`config.mk`:
```
export PLATFORM = sky130hd
export DESIGN_NAME = divider
export DESIGN_NICKNAME = d
export VERILOG_FILES = /design/src/rtl/divider_pkg.sv /design/src/rtl/divider_step.sv /design/src/rtl/divider.sv
export SDC_FILE = /design/constraint.sdc
export NUM_CORES = 1
export LEC_CHECK = 0
export ABC_AREA = 1
export ABC_CLOCK_PERIOD_IN_PS = 2300
export BUFFER_PORTS_ARGS = -buffer_cell sky130_fd_sc_hd__buf_2
export CAP_MARGIN = 20
export CELL_PAD_IN_SITES_DETAIL_PLACEMENT = 1
export CELL_PAD_IN_SITES_GLOBAL_PLACEMENT = 1
export CORE_ASPECT_RATIO = 0.9
export CORE_UTILIZATION = 42
export DETAILED_ROUTE_END_ITERATION = 8
export PLACE_DENSITY = 0.82
export SYNTH_ARGS = -nofsm -noshare
export SYNTH_HDL_FRONTEND = slang
export SYNTH_SLANG_ARGS = --single-unit
```
`constraint.sdc`:
```
create_clock -name clk -period 2.3 [get_ports clk]
set_input_delay 0.575 -clock clk [delete_from_list [all_inputs] [get_ports clk]]
set_output_delay 0.575 -clock clk [all_outputs]
set_load 0.01 [all_outputs]
```
`src/rtl/divider_pkg.sv`:
```
// -----------------------------------------------------------------------------
// divider_pkg
// Shared definitions for the sequential restoring divider.
//   state_t : FSM state encoding (IDLE, CALC, DONE) used by divider.
// -----------------------------------------------------------------------------
package divider_pkg;

  typedef enum logic [1:0] {
    IDLE = 2'd0,
    CALC = 2'd1,
    DONE = 2'd2
  } state_t;

endpackage : divider_pkg

```
`src/rtl/divider_step.sv`:
```
// -----------------------------------------------------------------------------
// divider_step
// One restoring-division step, purely combinational.
// Ports:
//   rem_in       [width:0]   partial remainder before the step (always < divisor)
//   dividend_bit             next dividend bit, taken MSB first
//   divisor      [width-1:0] divisor
//   rem_out      [width:0]   partial remainder after shift/compare/subtract
//   q_bit                    quotient bit produced by this step
// -----------------------------------------------------------------------------
module divider_step #(
  parameter int width = 8
) (
  input  logic [width:0]   rem_in,
  input  logic             dividend_bit,
  input  logic [width-1:0] divisor,
  output logic [width:0]   rem_out,
  output logic             q_bit
);

  logic [width+1:0] shifted;
  logic [width:0]   diff;

  // rem_in < divisor < 2**width, so shifted never reaches bit width+1;
  // keeping that bit in the compare makes the step exact for any rem_in.
  always_comb begin
    shifted = {rem_in, dividend_bit};
    q_bit   = (shifted >= {2'b00, divisor});
    diff    = shifted[width:0] - {1'b0, divisor};
    rem_out = q_bit ? diff : shifted[width:0];
  end

endmodule : divider_step

```
`src/rtl/divider.sv`:
```
// -----------------------------------------------------------------------------
// divider
// Sequential unsigned restoring divider, one quotient bit per clock.
// Ports:
//   clk, rst_n               clock, asynchronous active-low reset
//   start                    request, accepted on a rising edge while ready=1
//   a, b        [width-1:0]  dividend / divisor, captured on acceptance
//   ready                    high in IDLE and DONE (a new start may be taken)
//   valid                    one-cycle pulse in DONE, results valid
//   q, r        [width-1:0]  quotient / remainder, held until the next result
//   div_by_zero              result came from b==0 (q=all ones, r=a)
// Latency: valid is seen width+1 edges after acceptance (1 edge when b==0).
// -----------------------------------------------------------------------------
module divider
  import divider_pkg::*;
#(
  parameter int width = 8
) (
  input  logic             clk,
  input  logic             rst_n,
  input  logic             start,
  input  logic [width-1:0] a,
  input  logic [width-1:0] b,
  output logic             ready,
  output logic             valid,
  output logic [width-1:0] q,
  output logic [width-1:0] r,
  output logic             div_by_zero
);

  localparam int cnt_w = $clog2(width);

  state_t             state, state_next;
  logic [cnt_w-1:0]   cnt;
  // Dividend bits leave at the MSB while quotient bits enter at the LSB, so
  // after width steps this register holds the quotient.
  logic [width-1:0]   work;
  logic [width-1:0]   divisor;
  logic [width:0]     rem, rem_next;
  logic               q_bit;
  logic               accept;
  logic               last_step;

  divider_step #(.width(width)) u_step (
    .rem_in       (rem),
    .dividend_bit (work[width-1]),
    .divisor      (divisor),
    .rem_out      (rem_next),
    .q_bit        (q_bit)
  );

  assign last_step = (cnt == '0);

  // NOTE: every signal assigned in an always_comb gets a default first, so no
  // path through the case can leave it unassigned and infer a latch.
  always_comb begin
    state_next = state;
    ready      = 1'b0;
    valid      = 1'b0;
    accept     = 1'b0;
    unique case (state)
      IDLE, DONE: begin
        ready  = 1'b1;
        valid  = (state == DONE);
        accept = start;
        if (start)              state_next = (b == '0) ? DONE : CALC;
        else                    state_next = IDLE;
      end
      CALC: begin
        if (last_step)          state_next = DONE;
      end
      default:                  state_next = IDLE;
    endcase
  end

  // NOTE: sequential state uses non-blocking assignments so every register
  // samples pre-edge values regardless of statement order.
  always_ff @(posedge clk or negedge rst_n) begin
    if (!rst_n) state <= IDLE;
    else        state <= state_next;
  end

  // NOTE: the working registers are reset as well as the visible outputs, so
  // an operation aborted by reset leaves no residue for the next acceptance.
  always_ff @(posedge clk or negedge rst_n) begin
    if (!rst_n) begin
      cnt         <= '0;
      work        <= '0;
      divisor     <= '0;
      rem         <= '0;
      q           <= '0;
      r           <= '0;
      div_by_zero <= 1'b0;
    end else if (accept) begin
      cnt     <= cnt_w'(width - 1);
      work    <= a;
      divisor <= b;
      rem     <= '0;
      if (b == '0) begin
        q           <= '1;
        r           <= a;
        div_by_zero <= 1'b1;
      end
    end else if (state == CALC) begin
      work <= {work[width-2:0], q_bit};
      rem  <= rem_next;
      if (last_step) begin
        q           <= {work[width-2:0], q_bit};
        r           <= rem_next[width-1:0];
        div_by_zero <= 1'b0;
      end else begin
        cnt <= cnt - cnt_w'(1);
      end
    end
  end

endmodule : divider

```
======== Word-level counts from Yosys, hierarchy flattened ========
Index checks and enable logic that the tools add are counted.
cells by class
  add/subtract/negate cells ............... 2
  reductions and logical operators ........ 8
  equality and inequality tests ........... 5
  magnitude comparators ................... 1
  muxes and demuxes ....................... 27
operator list
  operator               number
  $mux W8                10
  $mux W9                3
  $ge A10 B8 Y1          1
  $mux W3                3
  $sub A9 B8 Y9          1
  $logic_not A8 Y1       1
  $mux W1                7
  $mux W2                3
  $ne A2 B2 Y1 const B   2
  $pmux W2 S2            1
  $reduce_bool A2 Y1     2
  $logic_not A3 Y1       1
  $reduce_and A3 Y1      1
  $sub A3 B1 Y3 const B  1
  $eq A2 B1 Y1 const B   1
  $eq A2 B2 Y1 const B   1
  $logic_not A2 Y1       1
  $ne A2 B1 Y1 const B   1
  $reduce_and A2 Y1      1
  $reduce_or A2 Y1       1
word-level totals
  input port bits ......................... 19
  word-level logic and storage cells ...... 51
  output and inout port bits .............. 19
  bits in registers ....................... 47

======== Logic depth before layout (Yosys ltp) ========
Gate-level depths: netlist (run 1).
  depth in word-level cells ............... 5
  mapped depth ............................ 15

======== By module ========
Synthesis (run 1) repeated with hierarchy kept, for this count alone.
second synthesis, totals
  cell total of the unflattened synthesis .. 355
  area total of the unflattened synthesis .. 2747.6 µm²
modules (own cells, without submodules)
  module        instances  seq. area each (µm²)  cells an instance  area each (µm²)
  divider       1          1176.1                236                2082.0
  divider_step  1          0.0                   119                665.6

======== Worst setup path after synthesis (run 1) ========
OpenSTA, ideal clock, no wires.
  path type ............................... register -> register
  start point ............................. reg work[7]
  end point ............................... reg r[3]
  path buffers ............................ 1
  arrival ................................. 1794 ps
  setup slack ............................. 393 ps
  cell stages (with the launch flop) ...... 16
  setup time .............................. 113 ps
  clock period less this slack ............ 1907 ps
  cells stage by stage .................... dfrtp_1 -> inv_1 -> ha_1 -> inv_1 -> fa_1 -> nand2_1 -> nand3_2 -> nand3_2 -> clkinv_2 -> nor2_4 -> buf_6 -> nor2_2 -> nand2_1 -> nand3_1 -> nand2_1 -> inv_1
between the ends
  cells in the longest elaborated chain, start to end .. 5
  elaborated cells between the ends (all ways) .. 6
ends and longest elaborated chain
  element                                         line                                    RTL
  start: declaration                              divider.sv:37                           logic [width-1:0] work;
  start signal: assignment                        divider.sv:105                          work <= {work[width-2:0], q_bit};
  $sub A9 B8 Y9 or $ge A10 B8 Y1 (tied branches)  divider_step.sv:29, divider_step.sv:28
  $mux W9 (*)                                     divider_step.sv:30                      rem_out = q_bit ? diff : shifted[width:0];
  $mux W8 (*)                                     divider.sv:107                          if (last_step) begin
  $mux W8 (*)                                     divider.sv:104                          end else if (state == CALC) begin
  $mux W8 (*)                                     divider.sv:94                           end else if (accept) begin
  end signal: assignment                          divider.sv:109                          r <= rem_next[width-1:0];
  end: declaration                                divider.sv:27                           output logic [width-1:0] r,
Every way passes the cells marked *; elsewhere a longest branch is shown, timed or not. The select of a mux whose other input is x is not followed.
A chain may end at the register's enable or synchronous reset.

======== Final worst setup path (run 1) ========
  start point ............................. reg work[7]
  end point ............................... reg rem[7]
between the ends
  cells in the longest elaborated chain, start to end .. 4
  elaborated cells between the ends (all ways) .. 5
ends and longest elaborated chain
  element                                         line                                    RTL
  $sub A9 B8 Y9 or $ge A10 B8 Y1 (tied branches)  divider_step.sv:29, divider_step.sv:28
  $mux W9 (*)                                     divider_step.sv:30
  $mux W9 (*)                                     divider.sv:104
  $mux W9 (*)                                     divider.sv:94
  end signal: assignment                          divider.sv:106                          rem <= rem_next;
  end: declaration                                divider.sv:39                           logic [width:0] rem, rem_next;
Marked as above.

==> results of run 1 <==
## metal layers
layer / up-vias / GRT usage
met2: 55 / 0.396
met4: 0 / 0.0667
met1: 1142 / 0.322
met5: - / 0
met3: 7 / 0.0355
li1: 1147 / -
## flip-flops by register name, indices dropped and copies added (netlist names)
signal and flops:
work 8, div_by_zero 1, state 2, rem 9, cnt 3, r 8, q 8, divisor 8
## worst min-delay path by stage
stage,cells after the start,endpoint,slack [ns],from
2_1_floorplan,0,cnt[0]$_DFFE_PN0P_,0.28,rst_n
5_1_grt,2,r[6]$_DFFE_PN0P_,0.40,rst_n
3_5_place_dp,2,divisor[6]$_DFFE_PN0P_,0.47,divisor[6]$_DFFE_PN0P_
4_1_cts,2,rem[8]$_DFFE_PN0P_,0.38,rst_n
6_report,2,rem[7]$_DFFE_PN0P_,0.34,rst_n
3_3_place_gp,1,cnt[0]$_DFFE_PN0P_,0.45,cnt[0]$_DFFE_PN0P_
## layout by cell type, fill, tap and decap left out, types with 4 or more instances in the layout
cell type | Yosys | routed
clkbuf_8 | 0 | 6
o21ai_0 | 17 | 17
o221ai_1 | 5 | 5
a21boi_0 | 8 | 8
buf_4 | 2 | 6
nand2_1 | 103 | 103
ha_1 | 10 | 10
or2_2 | 7 | 7
inv_1 | 58 | 58
nor2_1 | 20 | 20
buf_2 | 4 | 37
a21oi_1 | 12 | 12
nand3_1 | 21 | 21
xor2_1 | 4 | 4
dfrtp_1 | 47 | 47
## report_power, final
group | total (uW) | switching [uW] | internal (uW)
registers | 1490 | 246 | 1240
logic | 3090 | 2000 | 1090
clock network | 517 | 281 | 236
## kinds of logic (layout without fill, tap and decap cells)
| kind of cell | count (synthesis) | in the layout | share of synthesized area |
|---|---|---|---|
| and+or+nand+nor | 166 | 166 | 0.274 |
| buffers and inverters | 70 | 112 | 0.108 |
| DFF | 47 | 47 | 0.446 |
| AOI/OAI and AO/OA | 45 | 45 | 0.103 |
| adders and majority gates | 11 | 11 | 0.0551 |
| xor gates and xnor gates | 4 | 4 | 0.0133 |
## final cells by class
class,count,area (sq um)
clock buffer,6,82.6
clock inverter,1,5.00
fill,764,2860
inverter,62,234
multi-input combinational,226,1180
sequential,47,1180
tap,70,87.6
timing repair buffer,43,230
## stage by stage
| step | instance area [sq um] | setup TNS, ns | power (uW) | hold slack [ns] | instances |
|---|---|---|---|---|---|
| 2_1_floorplan | 2640 | 0 | 3620 | 0.279 | 343 |
| 3_3_place_gp | 2890 | 0 | 4310 | 0.455 | 446 |
| 3_5_place_dp | 2890 | 0 | 4500 | 0.475 | 446 |
| 4_1_cts | 2980 | 0 | 5050 | 0.381 | 453 |
| 5_1_grt | 2990 | -0.0282 | 5590 | 0.404 | 455 |
| 6_report | 2990 | 0 | 5090 | 0.344 | 455 |
## cells in the mapped netlist
| master | instances |
|---|---|
| o221ai_1 | 5 |
| nand2_1 | 103 |
| inv_2 | 3 |
| ha_1 | 10 |
| a31oi_1 | 1 |
| or2_2 | 7 |
| dfrtp_1 | 47 |
| nor3_1 | 2 |
| buf_4 | 2 |
| fa_1 | 1 |
| o21ai_0 | 17 |
| o211ai_1 | 1 |
| nor2_4 | 2 |
| xor2_1 | 4 |
| clkbuf_1 | 1 |
| a21boi_0 | 8 |
| inv_1 | 58 |
| o21ai_2 | 1 |
| nand3_2 | 3 |
| nand3_1 | 21 |
| buf_2 | 4 |
| nor2_2 | 3 |
| a21oi_1 | 12 |
| buf_6 | 1 |
| nand2_2 | 2 |
| clkinv_2 | 1 |
| nor2_1 | 20 |
| nand4_1 | 3 |
## timing repair
| item | 4_1_cts | 5_1_grt |
|---|---|---|
| pin swaps | 1 | 2 |
| setup endpoints to repair | 1 | 15 |
| setup buffers | 0 | 2 |
| gates resized for setup | 0 | 1 |
==> metrics.txt, run 1 <==
Final ANT Viol Nets 0; crit path kind reg2reg; CP max-delay cell dfrtp_1; Final Critical Period 2.21 ns; worst setup margin 0.0919 ns; Die Width 85.5 um; Setup violations, final 0; Fin. Hold Viols 0; met2 wire length 3.48 mm; top cell type's share of synthesized area 0.446; CP Max Fanout 8; M1 WL 3.37 mm; worst-case reg-to-reg path depth 13; Static Leakage 0.00168 uW; met3 wire len 254 um; largest net degree at the start of global routing 48; power density over the cells 1700 mW/mm^2; Via density 5.17; Layout area overhead 13.6%; max-capacitance violation count 0; Core Box Area 0.00586 sq mm; Syn Nets 373; Reg2Reg Setup Slack 0.09 ns; Max rail drop VDD 0.652 mV; clock sink count 47; DIE HEIGHT 77.1 um; largest cells by area after synthesis dfrtp_1, nand2_1, inv_1; Buf/Inv on CP 4; Final Cycle Share 0.960; IO buf count 37; Longest Clk Path Bufs 2; Worst-path clk slew 0.09 ns; DRC 0; synthesized instance count 343; cell row count 26; Synth Register Bits 47; num ports 38; global route overflow 0; DR vias 2351; drt total wl 7.18 mm; initial drt markers 75; Pre-Repair DR Iteration Count 4; Clk Latency, worst-skew pair 0.31 ns; layout cells sized above 1 0.190; Wirelength per Cell 15.8 um; Seq/Total Area, Yosys 0.446; Avg Synthesized Cell Area 7.68 sq um; pre-CTS WS 0.0241 ns; critical path launch point work[7]$_DFFE_PN0P_; Yosys top cell by area dfrtp_1; # hold bufs at CTS 0; reg2reg start work[7]$_DFFE_PN0P_; final core utilization 0.511; Worst path max stage delay 0.39 ns; CTS H-Tree Depth 2; status finished clean; Worst-Margin Slew 0.612 ns; Total GRT Usage 0.238; Mapped Area 0.00264 sq mm; Yosys cell types 28; Pins Over Slew Limit 0; worst clock skew 0.0109 ns; Fmax achieved 453 MHz; total CTS buffers 5; Reg-to-Reg End rem[7]$_DFFE_PN0P_; Final HPWL DP 5.50 mm; root buf cell clkbuf_8; crit path DAT 2.40 ns; worst-path cell chain inv_1 > ha_1 > inv_1 > fa_2 > nand2_1 > nand3_2 > nand3_2 > clkinv_2 > nor2_4 > buf_4 > a21oi_1 > nand2_1 > o21ai_0; ANT cells 0; Crit path required time 2.49 ns; Post-layout nets 415; global-route wire length before repair 12.2 mm; crit end category register; CTS tree built; DR top layer met4; delay-heaviest family, CP simple AND/OR/NAND/NOR gates; Worst setup SP type register; Starting Density 0.450; number of global-route vias before repair 2511; Worst Hold Class in2async; crit path to rem[7]$_DFFE_PN0P_; WP depth 13; total of warnings raised by yosys 0; die area 0.00660 sq mm; initial antenna violation count 0; GP Congestion 0.841; slew margin rel. 0.592
Note: power is estimated with default switching activity, not from simulation.
==> inputs of run 2 (changes only) <==
ABC_CLOCK_PERIOD_IN_PS = 2400   (was 2300)
GPL_ROUTABILITY_DRIVEN = 0   (was not set)
REMOVE_ABC_BUFFERS = 1   (was not set)
clock period = 2.4 ns   (was 2.3 ns; I/O delays follow)
==> metrics.txt, run 2 (synthesized netlist as in run 1, its figures left out) <==
die area 0.00660 sq mm (unchanged); Die Width 85.5 um (unchanged); pre-CTS WS 0.178 ns (+0.154 ns); Total Power 5050 uW (-0.93%); crit path kind reg2reg; global-route wire length before repair 12.0 mm (-1.5%); DIE HEIGHT 77.1 um (unchanged); Cells after DPL 445 (-0.22%); drt total wl 7.10 mm (-1.0%); Static Leakage 0.00171 uW (+1.8%); most frequent cells in the layout nand2_1, inv_1, dfrtp_1, buf_2, nand3_1; Starting Density 0.450 (unchanged); Layout area overhead 15.5%; global route overflow 0 (unchanged); Final HPWL DP 5.27 mm (-4.2%); Reg2Reg Setup Slack 0.20 ns (+0.11 ns); ANT cells 0 (unchanged); Internal 2630 uW (+2.7%); Finished Layout Cells 459 (+0.88%); Fin. Hold Viols 0 (unchanged); status finished clean; Via density 5.13 (-0.70%); cell row count 26 (unchanged); CTS tree built; Pre-Repair DR Iteration Count 4 (unchanged); IO buf count 37 (unchanged); flip-flop count of the largest register after layout 9 (unchanged); worst clock skew 0.00686 ns (-0.00404 ns); RSZ-0062 raised after global routing no; Worst-path clk slew 0.09 ns (about the same); max-capacitance violation count 0 (unchanged); initial drt markers 130 (+73%); initial antenna violation count 0 (unchanged); switch share 0.478 (-0.0187); Worst setup SP type register; Pins Over Slew Limit 0 (unchanged); CP Max Fanout 8 (unchanged); filler cell count 783 (+2.5%); Core Box Area 0.00586 sq mm (unchanged); Fmax achieved 455 MHz (+0.49%); worst setup margin 0.203 ns (+0.111 ns); clock sink count 47 (unchanged); Total GRT Usage 0.233 (-0.00529); Worst-Margin Slew 0.611 ns (-0.0000432 ns); clock power share 0.123 (+0.021); Final Cycle Share 0.916 (-0.0445); Reg-to-Reg End r[3]$_DFFE_PN0P_; commonest non-fill, non-tap cell in the layout nand2_1; Longest Clk Path Bufs 2 (unchanged); number of global-route vias before repair 2491 (-0.80%); reg2reg start work[7]$_DFFE_PN0P_; Flop pwr share 0.282 (-0.010); crit end category register; Final Critical Period 2.20 ns (-0.0108 ns); root buf cell clkbuf_8; Setup violations, final 0 (unchanged); Post-layout nets 418 (+0.72%); Crit path required time 2.61 ns (+0.12 ns); Most flops, register rem; Max rail drop VDD 0.795 mV (+22%); Worst Hold Class in2async; CTS H-Tree Depth 2 (unchanged); Clk Latency, worst-skew pair 0.30 ns (about the same); Wirelength per Cell 15.5 um (-1.9%); crit path DAT 2.41 ns (about the same); layout cells sized above 1 0.195 (+0.00576); DR vias 2355 (+0.17%); worst-case reg-to-reg path depth 15 (+2); Sw Pwr 2410 uW (-4.7%); combinational share of power 0.596 (-0.011); largest net degree at the start of global routing 48 (unchanged); Final Hold Slack 0.367 ns (+0.0234 ns); post_cts resized 0 (unchanged); power density over the cells 1660 mW/mm^2 (-2.6%); slew margin rel. 0.592 (about the same); num ports 38 (unchanged); DRC 0 (unchanged); total CTS buffers 5 (unchanged); post-route setup TNS 0 ns (unchanged); Final ANT Viol Nets 0 (unchanged)
-- run 2: changes by cell type in the layout (fill, tap and decap cells not counted), sizes merged --
cell | before | now
buf | 43 | 46
bufinv | 0 | 1
-- run 2: what timing repair did --
item / CTS / global route
hold buffers: 0 / 0
setup endpoints to repair: 0 / 12
setup buffers: 0 / 6
-- run 2: worst max path at each step --
stage	startpoint	endpoint	slack, ns	cells after the start
2_1_floorplan	start	r[0]$_DFFE_PN0P_	0.27	7
5_1_grt	work[7]$_DFFE_PN0P_	rem[1]$_DFFE_PN0P_	0.04	14
6_report	work[7]$_DFFE_PN0P_	r[3]$_DFFE_PN0P_	0.20	15
3_3_place_gp	work[7]$_DFFE_PN0P_	r[0]$_DFFE_PN0P_	0.27	14
3_5_place_dp	work[7]$_DFFE_PN0P_	r[0]$_DFFE_PN0P_	0.18	14
4_1_cts	work[7]$_DFFE_PN0P_	rem[1]$_DFFE_PN0P_	0.12	14
-- run 2: per-layer routing --
| layer | share of wire | global-route usage | vias up |
|---|---|---|---|
| met4 | 0.019 | 0.0667 | 0 |
| met2 | 0.47 | 0.386 | 39 |
| met1 | 0.48 | 0.313 | 1152 |
| met5 | 0 | 0 | - |
| met3 | 0.027 | 0.0377 | 14 |
| li1 | - | - | 1150 |
-- run 2: cell type report --
type / instances / area [sq um] / area share
flip-flops and latches: 47 / 1180 / 0.387
multi-input cells: 226 / 1170 / 0.386
repair buffers: 46 / 253 / 0.0831
inverters: 62 / 234 / 0.0769
well taps: 70 / 87.6 / 0.0288
clock buffers: 6 / 82.6 / 0.0271
clock inverters: 2 / 35.0 / 0.0115
-- run 2: through the flow --
step / util / cell area, sq um
2_1_floorplan: - / 2580
3_3_place_gp: 0.492 / 2880
3_5_place_dp: 0.492 / 2880
4_1_cts: 0.512 / 3000
5_1_grt: 0.520 / 3040
6_report: 0.520 / 3040
-- run 2: power by group through the flow --
stage / clock network [uW] / registers (uW) / logic (uW)
finish: 620 / 1420 / 3000
global route: 655 / 1470 / 3420
CTS: 636 / 1420 / 2860
global placement: 0 / 1410 / 2700
floorplan: 0 / 1440 / 1970
detailed placement: 0 / 1440 / 2830
-- run 2: critical path, cell delays in order (launching register included) --
cell and delay, ns:
dfrtp_1 0.41, inv_1 0.08, ha_1 0.14, inv_1 0.06, fa_1 0.39, nand2_1 0.10
nand3_2 0.09, nand3_2 0.10, clkinv_2 0.07, nor2_4 0.19, buf_4 0.16, nor2_2 0.04
nand2_1 0.07, nand3_1 0.09, nand2_1 0.08, inv_1 0.04
==> inputs of run 3 (changes only) <==
==> constraint.sdc (replaced) <==
create_clock -name clk -period 2.4 [get_ports clk]
set_input_delay 0.24 -clock clk [delete_from_list [all_inputs] [get_ports clk]]
set_output_delay 0.24 -clock clk [all_outputs]
set_load 0.01 [all_outputs]
==> metrics.txt, run 3 (synthesized netlist as in run 1, its figures left out) <==
status finished clean; Layout area overhead 14.1%; initial antenna violation count 0 (unchanged); Most flops, register rem; final core utilization 0.513 (-0.00620); die area 0.00660 sq mm (unchanged); commonest non-fill, non-tap cell in the layout nand2_1; Pins Over Slew Limit 0 (unchanged); max-capacitance violation count 0 (unchanged); Setup violations, final 0 (unchanged); total CTS buffers 5 (unchanged); RSZ-0062 raised after global routing no; pre-CTS WS 0.141 ns (-0.0372 ns); Total GRT Usage 0.235 (+0.00263); Max rail drop VDD 0.566 mV (-29%); cell row count 26 (unchanged); dpl cell area 0.00288 sq mm (unchanged); worst clock skew 0.00845 ns (+0.00159 ns); CTS H-Tree Depth 2 (unchanged); # hold bufs at CTS 0 (unchanged); DIE HEIGHT 77.1 um (unchanged); slew margin rel. 0.589 (-0.00328); Pre-Repair DR Iteration Count 4 (unchanged); flip-flop count of the largest register after layout 9 (unchanged); Worst Hold Class in2async; Die Width 85.5 um (unchanged); IO buf count 37 (unchanged); Wirelength per Cell 15.2 um (-1.8%); design area 0.00301 sq mm (-1.2%); Final ANT Viol Nets 0 (unchanged); Longest Clk Path Bufs 2 (unchanged); post-route setup TNS 0 ns (unchanged); DRC 0 (unchanged); worst setup margin 0.257 ns (+0.0539 ns); clock sink count 47 (unchanged); initial drt markers 177 (+36%); Core Box Area 0.00586 sq mm (unchanged); number of global-route vias before repair 2507 (+0.64%); crit path DAT 2.36 ns (-0.05 ns); most frequent cells in the layout nand2_1, inv_1, dfrtp_1, buf_2, nand3_1; Worst setup SP type register; global route overflow 0 (unchanged); Starting Density 0.450 (unchanged); Final HPWL DP 5.23 mm (-0.73%); crit path kind reg2reg; ANT cells 0 (unchanged); layout cells sized above 1 0.192 (-0.00366); DR vias 2337 (-0.76%); num ports 38 (unchanged); largest net degree at the start of global routing 48 (unchanged); crit end category register; Final Critical Period 2.14 ns (-0.0539 ns); Worst-path clk slew 0.10 ns (about the same); Final Cycle Share 0.893 (-0.0225); Post-layout nets 415 (-0.72%); Fin. Hold Viols 0 (unchanged); root buf cell clkbuf_8; Via density 5.13 (-0.11%); CTS tree built; Worst-Margin Slew 0.616 ns (+0.00491 ns); Crit path required time 2.62 ns (about the same); CP Max Fanout 7 (-1); global-route wire length before repair 12.1 mm (+0.81%); drt total wl 6.93 mm (-2.5%); Fmax achieved 467 MHz (+2.5%); Clk Latency, worst-skew pair 0.31 ns (about the same); Static Leakage 0.00168 uW (-2.0%); power density over the cells 1630 mW/mm^2 (-2.0%)
run 3: cell count changes in the layout (fill, tap and decap cells not counted), sizes merged:
cell      delta
buf          -3
clkinvlp     +2
bufinv       -1
clkbuf       -1
run 3: cell type report:
type                       count  area [sq um]
clock buffer                   5          68.8
clock inverter                 3          20.0
fill                         777          2850
inverter                      62           234
multi-input combinational    226          1180
sequential                    47          1180
tap                           70          87.6
timing repair buffer          43           243
run 3: stage by stage:
stage,cells,power (uW),hold WS [ns]
after detailed placement,445,4260,0.387
after global routing,456,5380,0.0843
final,456,4890,0.0191
after CTS,453,4770,0.0523
after global placement,445,4090,0.384
after floorplan,335,3400,-0.0556
run 3: power breakdown:
group	total [uW]	leakage, uW	internal [uW]	switching, uW
logic	2970	0.00109	1090	1880
clock network	497	0.0000402	203	294
registers	1420	0.000553	1190	232
run 3: worst paths after layout:
| kind | startpoint | to | slack (ns) | depth (start not counted) |
|---|---|---|---|---|
| worst max register to register | work[7]$_DFFE_PN0P_ | r[3]$_DFFE_PN0P_ | 0.26 | 15 |
| worst max-delay path | work[7]$_DFFE_PN0P_ | r[3]$_DFFE_PN0P_ | 0.26 | 15 |
| max in group asynchronous | rst_n | r[1]$_DFFE_PN0P_ | 1.96 | 2 |
| worst min-delay path | rst_n | rem[8]$_DFFE_PN0P_ | 0.02 | 2 |
| worst min register to register | cnt[0]$_DFFE_PN0P_ | cnt[0]$_DFFE_PN0P_ | 0.48 | 1 |
| min in group clk | a[4] | work[4]$_DFFE_PN0P_ | 0.17 | 3 |
run 3: metal layers:
metal  up-vias  part of all wire  GRT usage
met5         -                 0          0
met4         0             0.018     0.0767
met3        11             0.030     0.0377
met2        45              0.47      0.382
met1      1137              0.48      0.321
li1       1144                 -          -
run 3: timing repair:
| action | 4_1_cts | 5_1_grt |
|---|---|---|
| setup endpoints to repair | 0 | 13 |
| setup buffers | 0 | 3 |
| resized for setup | 0 | 1 |
run 3: critical path: stages, from the launching register on:
cell,delay (ns)
dfrtp_1,0.39
inv_1,0.08
ha_1,0.14
inv_1,0.06
fa_2,0.35
nand2_1,0.09
nand3_2,0.09
nand3_2,0.11
clkinv_2,0.07
nor2_4,0.21
buf_12,0.16
nor2_2,0.04
nand2_1,0.06
nand3_1,0.10
nand2_1,0.07
inv_1,0.04
